===== src/rtl/serial_cmd_router_pkg.sv =====
// Shared definitions for the serial command router: FSM states and command field layout.
// Command layout, MSB first: {inEn, outEn, inCh, outCh, count}.
package serial_cmd_router_pkg;

  typedef enum logic {
    IDLE = 1'b0,
    RUN  = 1'b1
  } state_e;

  function automatic int f_cmd_w(input int ch_w, input int cnt_w);
    return 2 + 2 * ch_w + cnt_w;
  endfunction

  function automatic int f_out_ch_lsb(input int cnt_w);
    return cnt_w;
  endfunction

  function automatic int f_in_ch_lsb(input int ch_w, input int cnt_w);
    return cnt_w + ch_w;
  endfunction

  function automatic int f_out_en_bit(input int ch_w, input int cnt_w);
    return cnt_w + 2 * ch_w;
  endfunction

  function automatic int f_in_en_bit(input int ch_w, input int cnt_w);
    return cnt_w + 2 * ch_w + 1;
  endfunction

endpackage


===== src/rtl/serial_burst_path.sv =====
// One counted burst path: remaining-word counter, valid/ready gating and last-word detect.
// Zero latency; the partner's ready/valid is passed through only while words remain.
module serial_burst_path #(
  parameter int CNT_W = 9
) (
  input  logic             clk_i,
  input  logic             rst_i,
  input  logic             load_i,
  input  logic [CNT_W-1:0] load_cnt_i,
  input  logic             vld_i,
  input  logic             rdy_i,
  output logic             vld_o,
  output logic             rdy_o,
  output logic             zero_next_o
);

  logic [CNT_W-1:0] rem_q, rem_d;
  logic             active;
  logic             xfer;

  assign active      = (rem_q != '0) && !rst_i;
  assign vld_o       = vld_i & active;
  assign rdy_o       = rdy_i & active;
  assign xfer        = vld_o & rdy_i;
  assign zero_next_o = (rem_q == '0) || (xfer && (rem_q == CNT_W'(1)));

  // A load only coincides with a transfer on the final word, so it may take priority.
  always_comb begin
    rem_d = rem_q;
    if (load_i) begin
      rem_d = load_cnt_i;
    end else if (xfer) begin
      rem_d = rem_q - CNT_W'(1);
    end
  end

  always_ff @(posedge clk_i) begin
    if (rst_i) begin
      rem_q <= '0;
    end else begin
      rem_q <= rem_d;
    end
  end

endmodule


===== src/rtl/serial_cmd_router.sv =====
// Pops burst commands and routes host words to/from one of NUM_CH channels, both paths concurrent.
// Zero-latency combinational data paths; zero-bubble command pop on the retiring cycle.
module serial_cmd_router
  import serial_cmd_router_pkg::*;
#(
  parameter int WORD_W = 64,
  parameter int NUM_CH = 4,
  parameter int CNT_W  = 9,
  parameter int CH_W   = $clog2(NUM_CH),
  parameter int CMD_W  = f_cmd_w(CH_W, CNT_W)
) (
  input  logic                     clk,
  input  logic                     rst,
  input  logic [CMD_W-1:0]         cmd,
  input  logic                     cmd_hasAny,
  output logic                     cmd_consume,
  input  logic [WORD_W-1:0]        in,
  input  logic                     in_isReady,
  output logic                     in_canReceive,
  output logic [WORD_W-1:0]        out,
  output logic                     out_isReady,
  input  logic                     out_canReceive,
  output logic [NUM_CH*WORD_W-1:0] chIn,
  output logic [NUM_CH-1:0]        chIn_isReady,
  input  logic [NUM_CH-1:0]        chIn_canReceive,
  input  logic [NUM_CH*WORD_W-1:0] chOut,
  input  logic [NUM_CH-1:0]        chOut_isReady,
  output logic [NUM_CH-1:0]        chOut_canReceive,
  output logic                     busy,
  output logic                     done,
  output logic                     err
);

  localparam int IN_EN_BIT  = f_in_en_bit(CH_W, CNT_W);
  localparam int OUT_EN_BIT = f_out_en_bit(CH_W, CNT_W);
  localparam int IN_CH_LSB  = f_in_ch_lsb(CH_W, CNT_W);
  localparam int OUT_CH_LSB = f_out_ch_lsb(CNT_W);
  localparam logic [CH_W:0] NUM_CH_L = (CH_W + 1)'(NUM_CH);

  state_e           state_q;
  logic             done_q, err_q;
  logic [CH_W-1:0]  in_ch_q, out_ch_q;

  logic             cmd_in_en, cmd_out_en, bad, start, retire;
  logic [CH_W-1:0]  cmd_in_ch, cmd_out_ch;
  logic [CNT_W-1:0] cmd_cnt, load_in, load_out;
  logic             in_vld, in_rdy, in_zero;
  logic             out_vld, out_rdy, out_zero;

  assign cmd_in_en  = cmd[IN_EN_BIT];
  assign cmd_out_en = cmd[OUT_EN_BIT];
  assign cmd_in_ch  = cmd[IN_CH_LSB +: CH_W];
  assign cmd_out_ch = cmd[OUT_CH_LSB +: CH_W];
  assign cmd_cnt    = cmd[CNT_W-1:0];

  // Out-of-range channels only matter on an enabled path; a rejected command loads nothing.
  assign bad = (cmd_in_en && ({1'b0, cmd_in_ch} >= NUM_CH_L)) ||
               (cmd_out_en && ({1'b0, cmd_out_ch} >= NUM_CH_L));
  assign load_in  = (cmd_in_en && !bad) ? cmd_cnt : '0;
  assign load_out = (cmd_out_en && !bad) ? cmd_cnt : '0;
  assign start    = (load_in != '0) || (load_out != '0);

  assign retire      = (state_q == RUN) && in_zero && out_zero;
  assign cmd_consume = cmd_hasAny && !rst && ((state_q == IDLE) || retire);

  serial_burst_path #(.CNT_W(CNT_W)) u_in_path (
    .clk_i       (clk),
    .rst_i       (rst),
    .load_i      (cmd_consume),
    .load_cnt_i  (load_in),
    .vld_i       (in_isReady),
    .rdy_i       (chIn_canReceive[in_ch_q]),
    .vld_o       (in_vld),
    .rdy_o       (in_rdy),
    .zero_next_o (in_zero)
  );

  serial_burst_path #(.CNT_W(CNT_W)) u_out_path (
    .clk_i       (clk),
    .rst_i       (rst),
    .load_i      (cmd_consume),
    .load_cnt_i  (load_out),
    .vld_i       (chOut_isReady[out_ch_q]),
    .rdy_i       (out_canReceive),
    .vld_o       (out_vld),
    .rdy_o       (out_rdy),
    .zero_next_o (out_zero)
  );

  assign chIn             = {NUM_CH{in}};
  assign chIn_isReady     = NUM_CH'(in_vld) << in_ch_q;
  assign in_canReceive    = in_rdy;
  assign out_isReady      = out_vld;
  assign out              = out_vld ? chOut[out_ch_q*WORD_W +: WORD_W] : '0;
  assign chOut_canReceive = NUM_CH'(out_rdy) << out_ch_q;

  assign busy = (state_q == RUN);
  assign done = done_q;
  assign err  = err_q;

  always_ff @(posedge clk) begin
    if (rst) begin
      state_q  <= IDLE;
      done_q   <= 1'b0;
      err_q    <= 1'b0;
      in_ch_q  <= '0;
      out_ch_q <= '0;
    end else begin
      done_q <= retire || (cmd_consume && !bad && !start);
      err_q  <= cmd_consume && bad;
      if (cmd_consume && !bad) begin
        if (cmd_in_en)  in_ch_q  <= cmd_in_ch;
        if (cmd_out_en) out_ch_q <= cmd_out_ch;
      end
      if (cmd_consume) begin
        state_q <= start ? RUN : IDLE;
      end else if (retire) begin
        state_q <= IDLE;
      end
    end
  end

endmodule


===== config.mk =====
export PLATFORM = sky130hd
export DESIGN_NAME = serial_cmd_router
export DESIGN_NICKNAME = d
export VERILOG_FILES = /design/src/rtl/serial_cmd_router_pkg.sv /design/src/rtl/serial_burst_path.sv /design/src/rtl/serial_cmd_router.sv
export SDC_FILE = /design/constraint.sdc
export NUM_CORES = 1
export LEC_CHECK = 0
export BUFFER_PORTS_ARGS = -buffer_cell sky130_fd_sc_hd__buf_2
export CORE_AREA = 4 4 266 268
export DETAILED_ROUTE_END_ITERATION = 8
export DIE_AREA = 0 0 270 272
export PLACE_DENSITY = 0.36
export SKIP_LAST_GASP = 1
export SYNTH_ARGS = -nofsm -noshare
export SYNTH_HDL_FRONTEND = slang
export SYNTH_SLANG_ARGS = --single-unit

===== constraint.sdc =====
create_clock -name clk -period 3.45 [get_ports clk]
set_clock_uncertainty 0.05 [all_clocks]
set_input_delay 0.69 -clock clk [delete_from_list [all_inputs] [get_ports clk]]
set_output_delay 0.69 -clock clk [all_outputs]
set_load 0.1 [all_outputs]

; Word level (Yosys, flattened, before mapping)
; Cells that the tools add are included.
[classes]
div = 0
shifts = 3
mul = 0
n_lt_le_gt_ge = 2
mux = 14
n_addsub = 2
n_reduce_logical = 27
n_bitwise = 7
eq_ne = 2
[ops]
columns = op, count
row1 = $shiftx A256 B9 Y64, 1
row2 = $mux W64, 1
row3 = $mux W9, 6
row4 = $reduce_bool A9 Y1, 4
row5 = $eq A9 B1 Y1 const B, 2
row6 = $logic_not A9 Y1, 2
row7 = $sub A9 B1 Y9 const B, 2
row8 = $logic_and A1 B1 Y1, 9
row9 = $shl A1 B2 Y4, 2
row10 = $and A1 B1 Y1, 6
row11 = $lt A2 B3 Y1 const B, 2
row12 = $reduce_bool A2 Y1, 3
row13 = $logic_or A1 B1 Y1, 5
row14 = $mux W1, 5
row15 = $bmux W1 S2, 2
row16 = $reduce_and A2 Y1, 2
row17 = $logic_not A1 Y1, 2
row18 = $not A1 Y1, 1
[word_totals]
inputBits = 348
output_inout_bits = 334
memories = 0
mem_bits_rw = 0
word_cells = 63
mem_bits_ro = 0
latchBits = 0
regBits = 24

; Depth between registers and ports, before layout
; Gate-level depths: netlist of run 1.
[depth]
word_depth = 12
depth_mapped = 8
ltp_nobuf = 7

; Cells and area by module
; From an unflattened synthesis of run 1, not the netlist that was laid out.
[unflattened]
hier_cells = 620
area_unflattened_um2 = 5750.5
[modules_own_cells]
columns = module, cells_each, instances, area_per_inst_um2, seq_area_each_um2
row1 = serial_cmd_router, 470, 1, 4486.8, 120.1
row2 = serial_burst_path, 75, 2, 631.9, 180.2

; Worst setup path after synthesis of run 1
; Ideal clock, no wire load.
[synth_path]
kind = register to output
start = register out_ch_q[1]
end = output chOut_canReceive[2]
arrival_time_ns = 3.392
stages_incl_launch_ff = 5
n_path_buf = 3
t_required_ns = 2.710
slack_ns = -0.682
path_cell_list = dfxtp_1 -> clkbuf_1 -> clkbuf_1 -> clkbuf_1 -> nor3b_1
[synth_via]
elab_chain_len = 1
[synth_lines]
columns = item, line
row1 = start: declaration, serial_cmd_router.sv:42  ; logic [CH_W-1:0] in_ch_q, out_ch_q;
row2 = start signal: assignment, serial_cmd_router.sv:113  ; if (cmd_out_en) out_ch_q <= cmd_out_ch;
row3 = $shl A1 B2 Y4, serial_cmd_router.sv:95  ; assign chOut_canReceive = NUM_CH'(out_rdy) << out_ch_q;
row4 = end: declaration, serial_cmd_router.sv:28  ; output logic [NUM_CH-1:0] chOut_canReceive,
; No other way between the ends.

; Worst setup path after layout of run 1
[layout_path]
start = register u_out_path.rem_q[0]
end = output out[31]
[layout_via]
elab_chain_len = 4
[layout_lines]
columns = item, line
row1 = start: declaration, serial_burst_path.sv:17  ; logic [CNT_W-1:0] rem_q, rem_d;
row2 = start signal: assignment, serial_burst_path.sv:41  ; rem_q <= rem_d;
row3 = $reduce_bool A9 Y1, serial_burst_path.sv:21  ; assign active = (rem_q != '0) && !rst_i;
row4 = $logic_and A1 B1 Y1, serial_burst_path.sv:21
row5 = $and A1 B1 Y1, serial_burst_path.sv:22  ; assign vld_o = vld_i & active;
row6 = $mux W64, serial_cmd_router.sv:94  ; assign out = out_vld ? chOut[out_ch_q*WORD_W +: WORD_W] : '0;
row7 = end: declaration, serial_cmd_router.sv:20  ; output logic [WORD_W-1:0] out,
; No other way between the ends.

==> out/metrics.cfg, run 1 <==
[outcome]
run_status=complete, no violations

[worst_setup_path]
cp.buffers_inverters=3
crit_arrival_ns=2.46
critical-path-top-delay-family=simple AND/OR/NAND/NOR gates
critical-path-slowest-cell=sky130_fd_sc_hd__dfxtp_1
crit_path_cell_trace=inv_1 > ha_1 > or4b_4 > nor2_4 > nor2_4 > buf_12 > and3_1 > buf_12
crit_required_ns=2.71
cp_max_stage_delay_ns=0.44
worstSetupPathType=reg2out
start_kind=flip-flop
maximum_fanout_along_the_worst_path=59
crit_path_end_kind=primary output

[sta]
finalHoldViolCount=0
timing.final.crit_period_ns=3.20
final.period_utilization_pct=92.8
report.final.setup_viol=0
achievable-frequency_ghz=0.312
rsz0062_at_grt=false
holdWs_ns=0.535
slew_at_the_pin_with_the_worst_max_slew_slack_ns=0.658
max_slew_margin_pct=55.7
maxSlewViolCount=0

[clock_tree]
cts-root-buf=sky130_fd_sc_hd__clkbuf_16
clk_path_buf_depth=2
post-cts-setup-buffer-count=0
numClockSinks=24
clk-insertion-delay-late_ns=0.26
cts_buffers=3
cts.repair.resized=0
cts_max_level=1
cts.reportedPaths.clkPinSlew_ns=0.07
cts_tree=done
postCtsHoldBufs=0

[die]
die_height_um=272
placementRows=96
boundaryPins=682
design.core.area_sq_um=68300
design.die.area_sq_um=73400
floorplan.initialDensity_pct=8.18
chipWidth_um=270

[placed_design]
port-buffer-count=360
detailedPlacementHpwl_um=27100
detailed_place.area_sq_um=7570
gp_weighted_congestion=0.961
numPlacedInstances=1580

[power]
leakagePower_nw=3.15
comb_pwr_share_pct=71.0
p_per_area_nw_per_um2=301
p_seq_share_pct=14.2
cell_internal_pwr_mw=1.15
switching_power_mw=1.17
vdd_drop_max_uv=175
p_sw_share_pct=50.6
clockPowerShare_pct=14.7
power.total_mw=2.32

[logic_synthesis]
syn_area_sq_um=5590
synth-seq-cells=24
postSynthAreaPerCell_sq_um=8.99
yosys_warnings=0
number_of_distinct_library_cell_variants_in_the_gate_level_netlist_after_synthesis=45
synthArstFlopShare_pct=0
netlist_instances=622
dominantRegCellSynth=sky130_fd_sc_hd__dfxtp_1
sequential_fraction_of_the_synthesis_area_pct=8.59
synth_edf_count=0
synth_fp_nets=976

[finish]
util_after_layout_pct=11.3
most-common-layout-cells=294 x sky130_fd_sc_hd__buf_2, 69 x sky130_fd_sc_hd__buf_12, 66 x sky130_fd_sc_hd__mux4_2
mostFrequentLayoutCell=sky130_fd_sc_hd__buf_2
final_layout_size_suffix_gt1_share_pct=66.2
num-nets-final=1057
layoutNonFillerInstCount=1587
area_growth_syn_to_layout_pct=37.7
design_area_sq_um=7700

[detailed_routing]
drc_violations_left=0
total_vias_in_the_final_route=5083
routed_via_density=3.20
drt_iter0_drc=308
post_detailed_route_count_of_antenna_violating_nets=0
avgRoutedWirePerCell_um=19.5
firstDrtPassIters=5
finalWirelength_um=31000

[grt]
globalRoute.totalOverflow=0
grt.total_usage_pct=7.67
grt_antenna_before_repair=6
grt_start_max_net_pins=60
first_global_vias=5393
first_pass_grt_wire_length_um=40900

[job]
drv.max_cap_violation_count=0

[min_path]
hold_path_class=reg2reg

==> path summary, 6_finish.rpt <==
check | end | from | slack (ns) | cells after the start
max reg2reg | u_in_path.rem_q[0]$_SDFFE_PP0P_ | out_ch_q[0]$_SDFFE_PP0P_ | 0.77 | 5
max | out[31] | u_out_path.rem_q[0]$_SDFFE_PP0P_ | 0.25 | 8
min | u_in_path.rem_q[0]$_SDFFE_PP0P_ | u_in_path.rem_q[0]$_SDFFE_PP0P_ | 0.54 | 2
min reg2reg | u_in_path.rem_q[0]$_SDFFE_PP0P_ | u_in_path.rem_q[0]$_SDFFE_PP0P_ | 0.54 | 2
==> per-layer routing <==
layer	global-route usage, %	part of all wire (%)	up-vias
li1	-	-	2175
met1	9.18	39	2419
met2	12.5	46	425
met3	3.36	12	62
met4	2.20	3.1	2
met5	0.263	0.042	-
==> worst min-delay path: cells and delay by family, from the launching register on <==
| family | cells | cell delay, ns |
|---|---|---|
| compound gates | 2 | 0.17 |
| flops | 1 | 0.36 |
==> cell usage after synthesis (4+ instances only) <==
master                     number  area (sq um)
sky130_fd_sc_hd__a211oi_1       6          45.0
sky130_fd_sc_hd__buf_2          4          20.0
sky130_fd_sc_hd__buf_4        257          1930
sky130_fd_sc_hd__nor4_1        10          62.6
sky130_fd_sc_hd__or3_1          4          25.0
sky130_fd_sc_hd__xnor2_1        9          78.8
sky130_fd_sc_hd__a31o_2         4          35.0
sky130_fd_sc_hd__nand2_1       14          52.6
sky130_fd_sc_hd__nor2_1         8          30.0
sky130_fd_sc_hd__nor3b_1        4          30.0
sky130_fd_sc_hd__nand4_1        9          56.3
sky130_fd_sc_hd__nand3_1        7          35.0
sky130_fd_sc_hd__o31a_1         5          43.8
sky130_fd_sc_hd__a311oi_1       4          35.0
sky130_fd_sc_hd__o21ai_0        6          30.0
sky130_fd_sc_hd__mux4_2        66          1490
sky130_fd_sc_hd__clkbuf_1      37           139
sky130_fd_sc_hd__dfxtp_1       24           480
sky130_fd_sc_hd__o22ai_1        6          37.5
sky130_fd_sc_hd__and3_1        65           407
sky130_fd_sc_hd__a21oi_1       18          90.1
sky130_fd_sc_hd__mux2_2         4          45.0
sky130_fd_sc_hd__inv_1          7          26.3
sky130_fd_sc_hd__ha_1           6          75.1
sky130_fd_sc_hd__nor3_1         6          30.0
sky130_fd_sc_hd__nor2b_1        7          43.8
==> kinds of logic (layout without fill, tap and decap cells) <==
kind of cell | Yosys count | after routing | share of synthesized area, %
buffers and inverters | 307 | 387 | 38.1
AND/OR/NAND/NOR | 148 | 148 | 15.9
multiplexers | 71 | 71 | 27.6
AO/OA/AOI/OAI | 56 | 56 | 7.00
flip-flops | 24 | 24 | 8.59
XOR/XNOR | 9 | 9 | 1.41
adder cells (fa/ha/maj) | 6 | 6 | 1.34
other | 1 | 4 | 0.0671
==> flip-flops by register name, indices dropped and copies added, names as in the netlist <==
| register | count |
|---|---|
| busy | 1 |
| u_out_path.rem_q | 9 |
| u_in_path.rem_q | 9 |
| done | 1 |
| out_ch_q | 2 |
| in_ch_q | 2 |
==> layout make-up <==
class / count / area (sq um)
flip-flops and latches: 24 / 489
well taps: 882 / 1100
repair buffers: 376 / 2950
fillers: 7861 / 60600
clock buffers: 3 / 75.1
multi-input cells: 291 / 3020
diodes: 3 / 7.51
inverters: 7 / 26.3
clock inverters: 1 / 30.0
==> metrics by stage <==
step | setup WS (ns) | setup TNS, ns
after floorplan | -0.542 | -1.41
after global placement | 0.312 | 0
after detailed placement | 0.297 | 0
after CTS | 0.0107 | 0
after global routing | 0.0835 | 0
final | 0.247 | 0
==> power groups by stage <==
stage	clock [mW]	sequential, mW	combinational [mW]
floorplan	0	0.336	2.35
global placement	0	0.337	1.67
detailed placement	0	0.337	1.67
CTS	0.345	0.331	1.68
global route	0.354	0.334	1.74
finish	0.342	0.330	1.65
No activity file was read; power rests on OpenSTA's default activity.
==> run 2, diff against run 1 <==
--- a/config.mk
+++ b/config.mk
@@ -10,6 +10,7 @@
 export DETAILED_ROUTE_END_ITERATION = 8
 export DIE_AREA = 0 0 270 272
 export PLACE_DENSITY = 0.36
+export REMOVE_ABC_BUFFERS = 1
 export SKIP_LAST_GASP = 1
 export SYNTH_ARGS = -nofsm -noshare
 export SYNTH_HDL_FRONTEND = slang
==> run 2 against run 1 <==
Compared with the run above:
- combinational power up 2%
- largest cell class unchanged
- register-to-register slack worse by 0.13 ns
- routed wire length up 91%
- first-iteration DRC count up 14%
- fmax down 2.8%
- critical path depth down 2
- non-clock buffer count up 4
- clock power down 22%
- worst setup slack worse by 0.092 ns
- count of clock-buffer cells in the layout unchanged
==> out/metrics.cfg, run 2 (synthesis gave the netlist of run 1 again) <==
[outcome]
run_status=complete, no violations

[grt]
first_global_vias=5813  ; +7.8%
grt_antenna_before_repair=2  ; -4
grt.total_usage_pct=15.2  ; +7.5 points
grt_start_max_net_pins=69  ; +15%
globalRoute.totalOverflow=0  ; unchanged
first_pass_grt_wire_length_um=72800  ; +78%

[min_path]
hold_path_class=reg2reg
hold_depth=2  ; unchanged

[clock_tree]
cts_buffers=3  ; unchanged
cts_max_level=1  ; unchanged
numClockSinks=24  ; unchanged
cts.reportedPaths.clkPinSlew_ns=0.07  ; about the same
postCtsHoldBufs=0  ; unchanged
clk-insertion-delay-late_ns=0.26  ; about the same
cts-root-buf=sky130_fd_sc_hd__clkbuf_16
clk_path_buf_depth=2  ; unchanged
cts_tree=done

[worst_setup_path]
critical-path-slowest-cell=sky130_fd_sc_hd__or4b_2
critical-path-top-delay-family=simple AND/OR/NAND/NOR gates
crit_path_end_kind=primary output
start_kind=flip-flop
worst-path-stages=6  ; -2
crit_arrival_ns=2.55  ; +0.09 ns
cp_max_stage_delay_ns=0.69  ; +0.25 ns
worstSetupPathType=reg2out
cp.buffers_inverters=2  ; -1
crit_required_ns=2.71  ; about the same
maximum_fanout_along_the_worst_path=6  ; -90%
worst-r2r-cell-count=5  ; unchanged
crit_path_cell_trace=inv_1 > ha_1 > or4b_2 > o21ai_0 > nor3b_1 > buf_2

[sta]
final.period_utilization_pct=95.5  ; +2.7 points
timing.final.crit_period_ns=3.29  ; +0.0922 ns
maxSlewViolCount=0  ; unchanged
max_slew_margin_pct=57.8  ; +2.1 points
holdWs_ns=0.525  ; -0.0105 ns
fin_tns_setup_ns=0  ; unchanged
achievable-frequency_ghz=0.304  ; -2.8%
finalHoldViolCount=0  ; unchanged
slew_at_the_pin_with_the_worst_max_slew_slack_ns=0.628  ; -0.0306 ns
worst_path_setup_slack_after_routing_ns=0.155  ; -0.0922 ns
report.final.setup_viol=0  ; unchanged
rsz0062_at_grt=false

[power]
cell_internal_pwr_mw=1.08  ; -6.1%
p_per_area_nw_per_um2=299  ; -0.86%
p_seq_share_pct=14.6  ; +0.4 points
vdd_drop_max_uv=173  ; -1.0%
clockPowerShare_pct=11.6  ; -3.1 points
comb_pwr_share_pct=73.8  ; +2.8 points
leakagePower_nw=3.15  ; about the same
switching_power_mw=1.22  ; +3.9%
p_sw_share_pct=53.2  ; +2.5 points

[finish]
multi_input_comb_area_sq_um=3010  ; -0.25%
mostFrequentLayoutCell=sky130_fd_sc_hd__buf_2
seqCellArea_sq_um=488  ; -0.26%
num-nets-final=1062  ; +0.47%
design_area_sq_um=7680  ; -0.20%
final_layout_size_suffix_gt1_share_pct=65.8  ; -0.47 points
fillerInstances=7881  ; +0.25%
layoutNonFillerInstCount=1593  ; +0.38%
most-common-layout-cells=294 x sky130_fd_sc_hd__buf_2, 68 x sky130_fd_sc_hd__buf_12, 66 x sky130_fd_sc_hd__mux4_2
top_regs=u_in_path.rem_q: 9 flops, u_out_path.rem_q: 9 flops
area_growth_syn_to_layout_pct=37.4

[die]
floorplan.initialDensity_pct=8.18  ; unchanged
design.core.area_sq_um=68300  ; unchanged
chipWidth_um=270  ; unchanged
design.die.area_sq_um=73400  ; unchanged
die_height_um=272  ; unchanged
placementRows=96  ; unchanged
boundaryPins=682  ; unchanged

[detailed_routing]
drc_violations_left=0  ; unchanged
firstDrtPassIters=5  ; unchanged
drt_iter0_drc=350  ; +14%
finalWirelength_um=59000  ; +91%
total_vias_in_the_final_route=5737  ; +13%
post_detailed_route_count_of_antenna_violating_nets=0  ; unchanged
routed_via_density=3.60  ; +12%
avgRoutedWirePerCell_um=37.1  ; +90%

[placed_design]
numPlacedInstances=1581  ; +0.063%
detailed_place.area_sq_um=7550  ; -0.28%
gp_weighted_congestion=0.998  ; +3.9%
detailedPlacementHpwl_um=51300  ; +89%
port-buffer-count=360  ; unchanged
dp_worst_setup_slack_ns=0.181  ; -0.116 ns

[job]
drv.max_cap_violation_count=0  ; unchanged

run 2: changes by cell type in the layout (fill, tap and decap cells not counted), sizes merged:
cell | previous run | this run
buf | 376 | 380
diode | 3 | 4
bufinv | 1 | 0
nor2 | 8 | 9
clkinv | 0 | 1
run 2: through the flow:
stage | power [mW] | utilization, %
global placement | 2.02 | 11.1
global route | 2.40 | 11.2
finish | 2.30 | 11.2
floorplan | 1.26 | -
CTS | 2.32 | 11.2
detailed placement | 2.02 | 11.1
run 2: path summary, 6_finish.rpt:
kind / from / endpoint / slack (ns)
min reg2reg: u_in_path.rem_q[0]$_SDFFE_PP0P_ / u_in_path.rem_q[0]$_SDFFE_PP0P_ / 0.52
min: u_in_path.rem_q[0]$_SDFFE_PP0P_ / u_in_path.rem_q[0]$_SDFFE_PP0P_ / 0.52
max: u_out_path.rem_q[0]$_SDFFE_PP0P_ / chOut_canReceive[1] / 0.16
max reg2reg: out_ch_q[0]$_SDFFE_PP0P_ / u_in_path.rem_q[0]$_SDFFE_PP0P_ / 0.64
run 2: area by class of cell:
| class | count | area share (%) |
|---|---|---|
| antenna | 4 | 0.130 |
| clock buffer | 3 | 0.977 |
| clock inverter | 1 | 0.0489 |
| inverter | 7 | 0.342 |
| multi-input combinational | 292 | 39.2 |
| sequential | 24 | 6.35 |
| tap | 882 | 14.4 |
| timing repair buffer | 380 | 38.6 |
run 2: repair_timing:
| item | CTS | global route |
|---|---|---|
| pin swaps | 2 | 1 |
| setup endpoints to repair | 34 | 49 |
| cloned | 1 | 0 |
| gates resized for setup | 2 | 1 |
| setup buffers | 1 | 2 |
run 2: worst reg2reg max path, stage by stage, from the launching register on:
cell and delay [ns]:
sky130_fd_sc_hd__dfxtp_4 0.66, sky130_fd_sc_hd__mux4_2 0.65, sky130_fd_sc_hd__a21oi_1 0.41, sky130_fd_sc_hd__o41a_1 0.56, sky130_fd_sc_hd__a211oi_1 0.13, sky130_fd_sc_hd__a311oi_1 0.26
run 2: layer usage:
layer | GRT usage, % | up-vias | routed length [um]
met5 | 2.76 | - | 268
met3 | 8.27 | 24 | 7390
met1 | 18.1 | 2950 | 23800
li1 | - | 2193 | -
met2 | 24.8 | 559 | 27200
met4 | 1.11 | 11 | 378
run 2: power by group through the flow:
stage | logic (mW) | registers (mW) | clock network [mW]
after CTS | 1.71 | 0.336 | 0.271
after floorplan | 0.894 | 0.364 | 0
after detailed placement | 1.67 | 0.342 | 0
after global routing | 1.78 | 0.340 | 0.283
final | 1.69 | 0.336 | 0.267
after global placement | 1.67 | 0.343 | 0
==> run 3, diff against run 2 <==
--- a/config.mk
+++ b/config.mk
@@ -5,11 +5,11 @@
 export SDC_FILE = /design/constraint.sdc
 export NUM_CORES = 1
 export LEC_CHECK = 0
-export BUFFER_PORTS_ARGS = -buffer_cell sky130_fd_sc_hd__buf_2
-export CORE_AREA = 4 4 266 268
+export CORE_AREA = 4 4 262 264
 export DETAILED_ROUTE_END_ITERATION = 8
-export DIE_AREA = 0 0 270 272
-export PLACE_DENSITY = 0.36
+export DIE_AREA = 0 0 266 268
+export DONT_BUFFER_PORTS = 1
+export PLACE_DENSITY = 0.3
 export REMOVE_ABC_BUFFERS = 1
 export SKIP_LAST_GASP = 1
 export SYNTH_ARGS = -nofsm -noshare
==> run 3 against run 2 <==
Compared with the run above:
- routed wire length is 15% lower
- sequential share of layout area is 1.3 points higher
- clock power is 7% higher
- flip-flop and latch count stayed put
- largest cell class unchanged
- highest routed layer unchanged
- cell area is 17% lower
- core utilization is 1.6 points lower
- die area is 2.9% lower
- sequential power is 2% lower
- critical path depth is 2 higher
- hold slack worse by 0.087 ns
==> out/metrics.cfg, run 3 (synthesis gave the netlist of run 1 again) <==
[die]
placementRows=95  ; -1.0%
design.core.area_sq_um=66600  ; -2.6%
boundaryPins=682  ; unchanged
floorplan.initialDensity_pct=8.40  ; +0.22 points
die_height_um=268  ; -1.5%
chipWidth_um=266  ; -1.5%
design.die.area_sq_um=71300  ; -2.9%

[detailed_routing]
drc_violations_left=0  ; unchanged
total_vias_in_the_final_route=4542  ; -21%
post_detailed_route_count_of_antenna_violating_nets=0  ; unchanged
routed_via_density=3.50  ; -2.8%
drt_iter0_drc=245  ; -30%
avgRoutedWirePerCell_um=38.6  ; +4.2%
firstDrtPassIters=5  ; unchanged
finalWirelength_um=50100  ; -15%

[finish]
most-common-layout-cells=67 x sky130_fd_sc_hd__buf_12, 66 x sky130_fd_sc_hd__mux4_2, 65 x sky130_fd_sc_hd__and3_1
num-nets-final=776  ; -27%
final_layout_size_suffix_gt1_share_pct=44.4  ; -21 points
util_after_layout_pct=9.62  ; -1.6 points
top_regs=u_in_path.rem_q: 9 flops, u_out_path.rem_q: 9 flops
area_growth_syn_to_layout_pct=14.5
mostFrequentLayoutCell=sky130_fd_sc_hd__buf_12

[worst_setup_path]
maximum_fanout_along_the_worst_path=10  ; +4
crit_arrival_ns=2.57  ; +0.02 ns
crit_required_ns=2.71  ; about the same
worstSetupStartpoint=u_out_path.rem_q[1]$_SDFFE_PP0P_
worstSetupPathType=reg2out
crit_path_end_kind=primary output
worst-r2r-cell-count=7  ; +2
start_kind=flip-flop
r2r-start=u_out_path.rem_q[2]$_SDFFE_PP0P_

[clock_tree]
clk_path_buf_depth=2  ; unchanged
cts_buffers=3  ; unchanged
cts_tree=done
postCtsHoldBufs=0  ; unchanged
cts-root-buf=sky130_fd_sc_hd__clkbuf_16
cts_max_level=1  ; unchanged
cts.reportedPaths.clkPinSlew_ns=0.07  ; about the same
clk-insertion-delay-late_ns=0.26  ; about the same
numClockSinks=24  ; unchanged

[grt]
top_usage_layer=met2
grt_antenna_before_repair=14  ; +12
grt.met2_usage_pct=19.1  ; -5.6 points
groute.layer.met3.usage_pct=9.06  ; +0.79 points
grt_start_max_net_pins=68  ; -1.4%
grt.total_usage_pct=12.9  ; -2.3 points
first_global_vias=4458  ; -23%
first_pass_grt_wire_length_um=59800  ; -18%
globalRoute.totalOverflow=0  ; unchanged
met1_usage_pct=15.3  ; -2.8 points

[min_path]
hold_path_class=in2reg
hold_depth=1  ; -1
timing.hold.worst.start=rst

[sta]
final.period_utilization_pct=96.0  ; +0.48 points
timing.final.crit_period_ns=3.31  ; +0.0166 ns
maxSlewViolCount=0  ; unchanged
report.final.setup_viol=0  ; unchanged
finalHoldViolCount=0  ; unchanged
rsz0062_at_grt=false
worst_path_setup_slack_after_routing_ns=0.139  ; -0.0166 ns
slew_at_the_pin_with_the_worst_max_slew_slack_ns=0.953  ; +0.325 ns
max_slew_margin_pct=36.4  ; -21 points
achievable-frequency_ghz=0.302  ; -0.50%

[power]
p_seq_share_pct=15.3  ; +0.7 points
comb_pwr_share_pct=71.4  ; -2.4 points
cell_internal_pwr_mw=1.01  ; -6.3%
p_sw_share_pct=53.0  ; -0.13 points
clockPowerShare_pct=13.3  ; +1.7 points
switching_power_mw=1.14  ; -6.8%
vdd_drop_max_uv=225  ; +30%
leakagePower_nw=2.07  ; -34%
p_per_area_nw_per_um2=335  ; +12%

[placed_design]
dp_worst_setup_slack_ns=0.0374  ; -0.144 ns
port-buffer-count=0  ; -100%
gp_weighted_congestion=0.753  ; -25%
detailedPlacementHpwl_um=42300  ; -18%

[outcome]
run_status=complete, no violations

[job]
drv.max_cap_violation_count=0  ; unchanged

## run 3: cell type report
type                            count  area (sq um)
Fill cell                        7696         60200
Multi-Input combinational cell    293          3050
Timing Repair Buffer               93          1650
Tap cell                          873          1090
Sequential cell                    24           488
Clock buffer                        4          88.8
Inverter                            7          26.3
Antenna cell                        4          10.0
## run 3: final timing paths
check / slack (ns) / endpoint
max reg2reg: 0.68 / out_ch_q[1]$_SDFFE_PP0P_
min: 0.44 / done$_SDFF_PP0_
min reg2reg: 0.52 / u_in_path.rem_q[0]$_SDFFE_PP0P_
max: 0.14 / out[32]
## run 3: through the flow
| stage | instances | area [sq um] | hold slack, ns | TNS [ns] | power, mW |
|---|---|---|---|---|---|
| after floorplan | 322 | 3490 | 0.455 | -185.97 | 1.26 |
| after global routing | 1295 | 6390 | 0.428 | 0 | 2.25 |
| final | 1298 | 6400 | 0.438 | 0 | 2.15 |
| after CTS | 1294 | 6390 | 0.434 | 0 | 2.19 |
| after detailed placement | 1286 | 6260 | 0.512 | 0 | 1.85 |
| after global placement | 1286 | 6260 | 0.528 | 0 | 1.86 |
## run 3: power by group through the flow
stage               Combinational, mW  Clock (mW)  Sequential [mW]
floorplan                       0.894           0            0.364
global placement                 1.52           0            0.336
detailed placement               1.51           0            0.335
CTS                              1.57       0.296            0.328
global route                     1.61       0.304            0.332
finish                           1.53       0.286            0.328
## run 3: critical path, stage by stage, from the launching register on
cell and delay, ns:
sky130_fd_sc_hd__dfxtp_1 0.33, sky130_fd_sc_hd__inv_1 0.12, sky130_fd_sc_hd__ha_1 0.20, sky130_fd_sc_hd__or4b_2 0.69, sky130_fd_sc_hd__nor2_4 0.19, sky130_fd_sc_hd__nor2_4 0.12
sky130_fd_sc_hd__buf_4 0.22, sky130_fd_sc_hd__and3_1 0.23, sky130_fd_sc_hd__buf_12 0.18
## run 3: per-layer routing
layer,vias to the layer above,wire [um]
met1,2313,19500
met2,542,21400
met3,51,8040
li1,1617,-
met5,-,531
met4,19,660
## run 3: timing repair
action / CTS / global route
setup buffers: 2 / 0
gates resized for setup: 2 / 1
cloned: 2 / 0
pin swaps: 2 / 0
setup endpoints to repair: 30 / 19
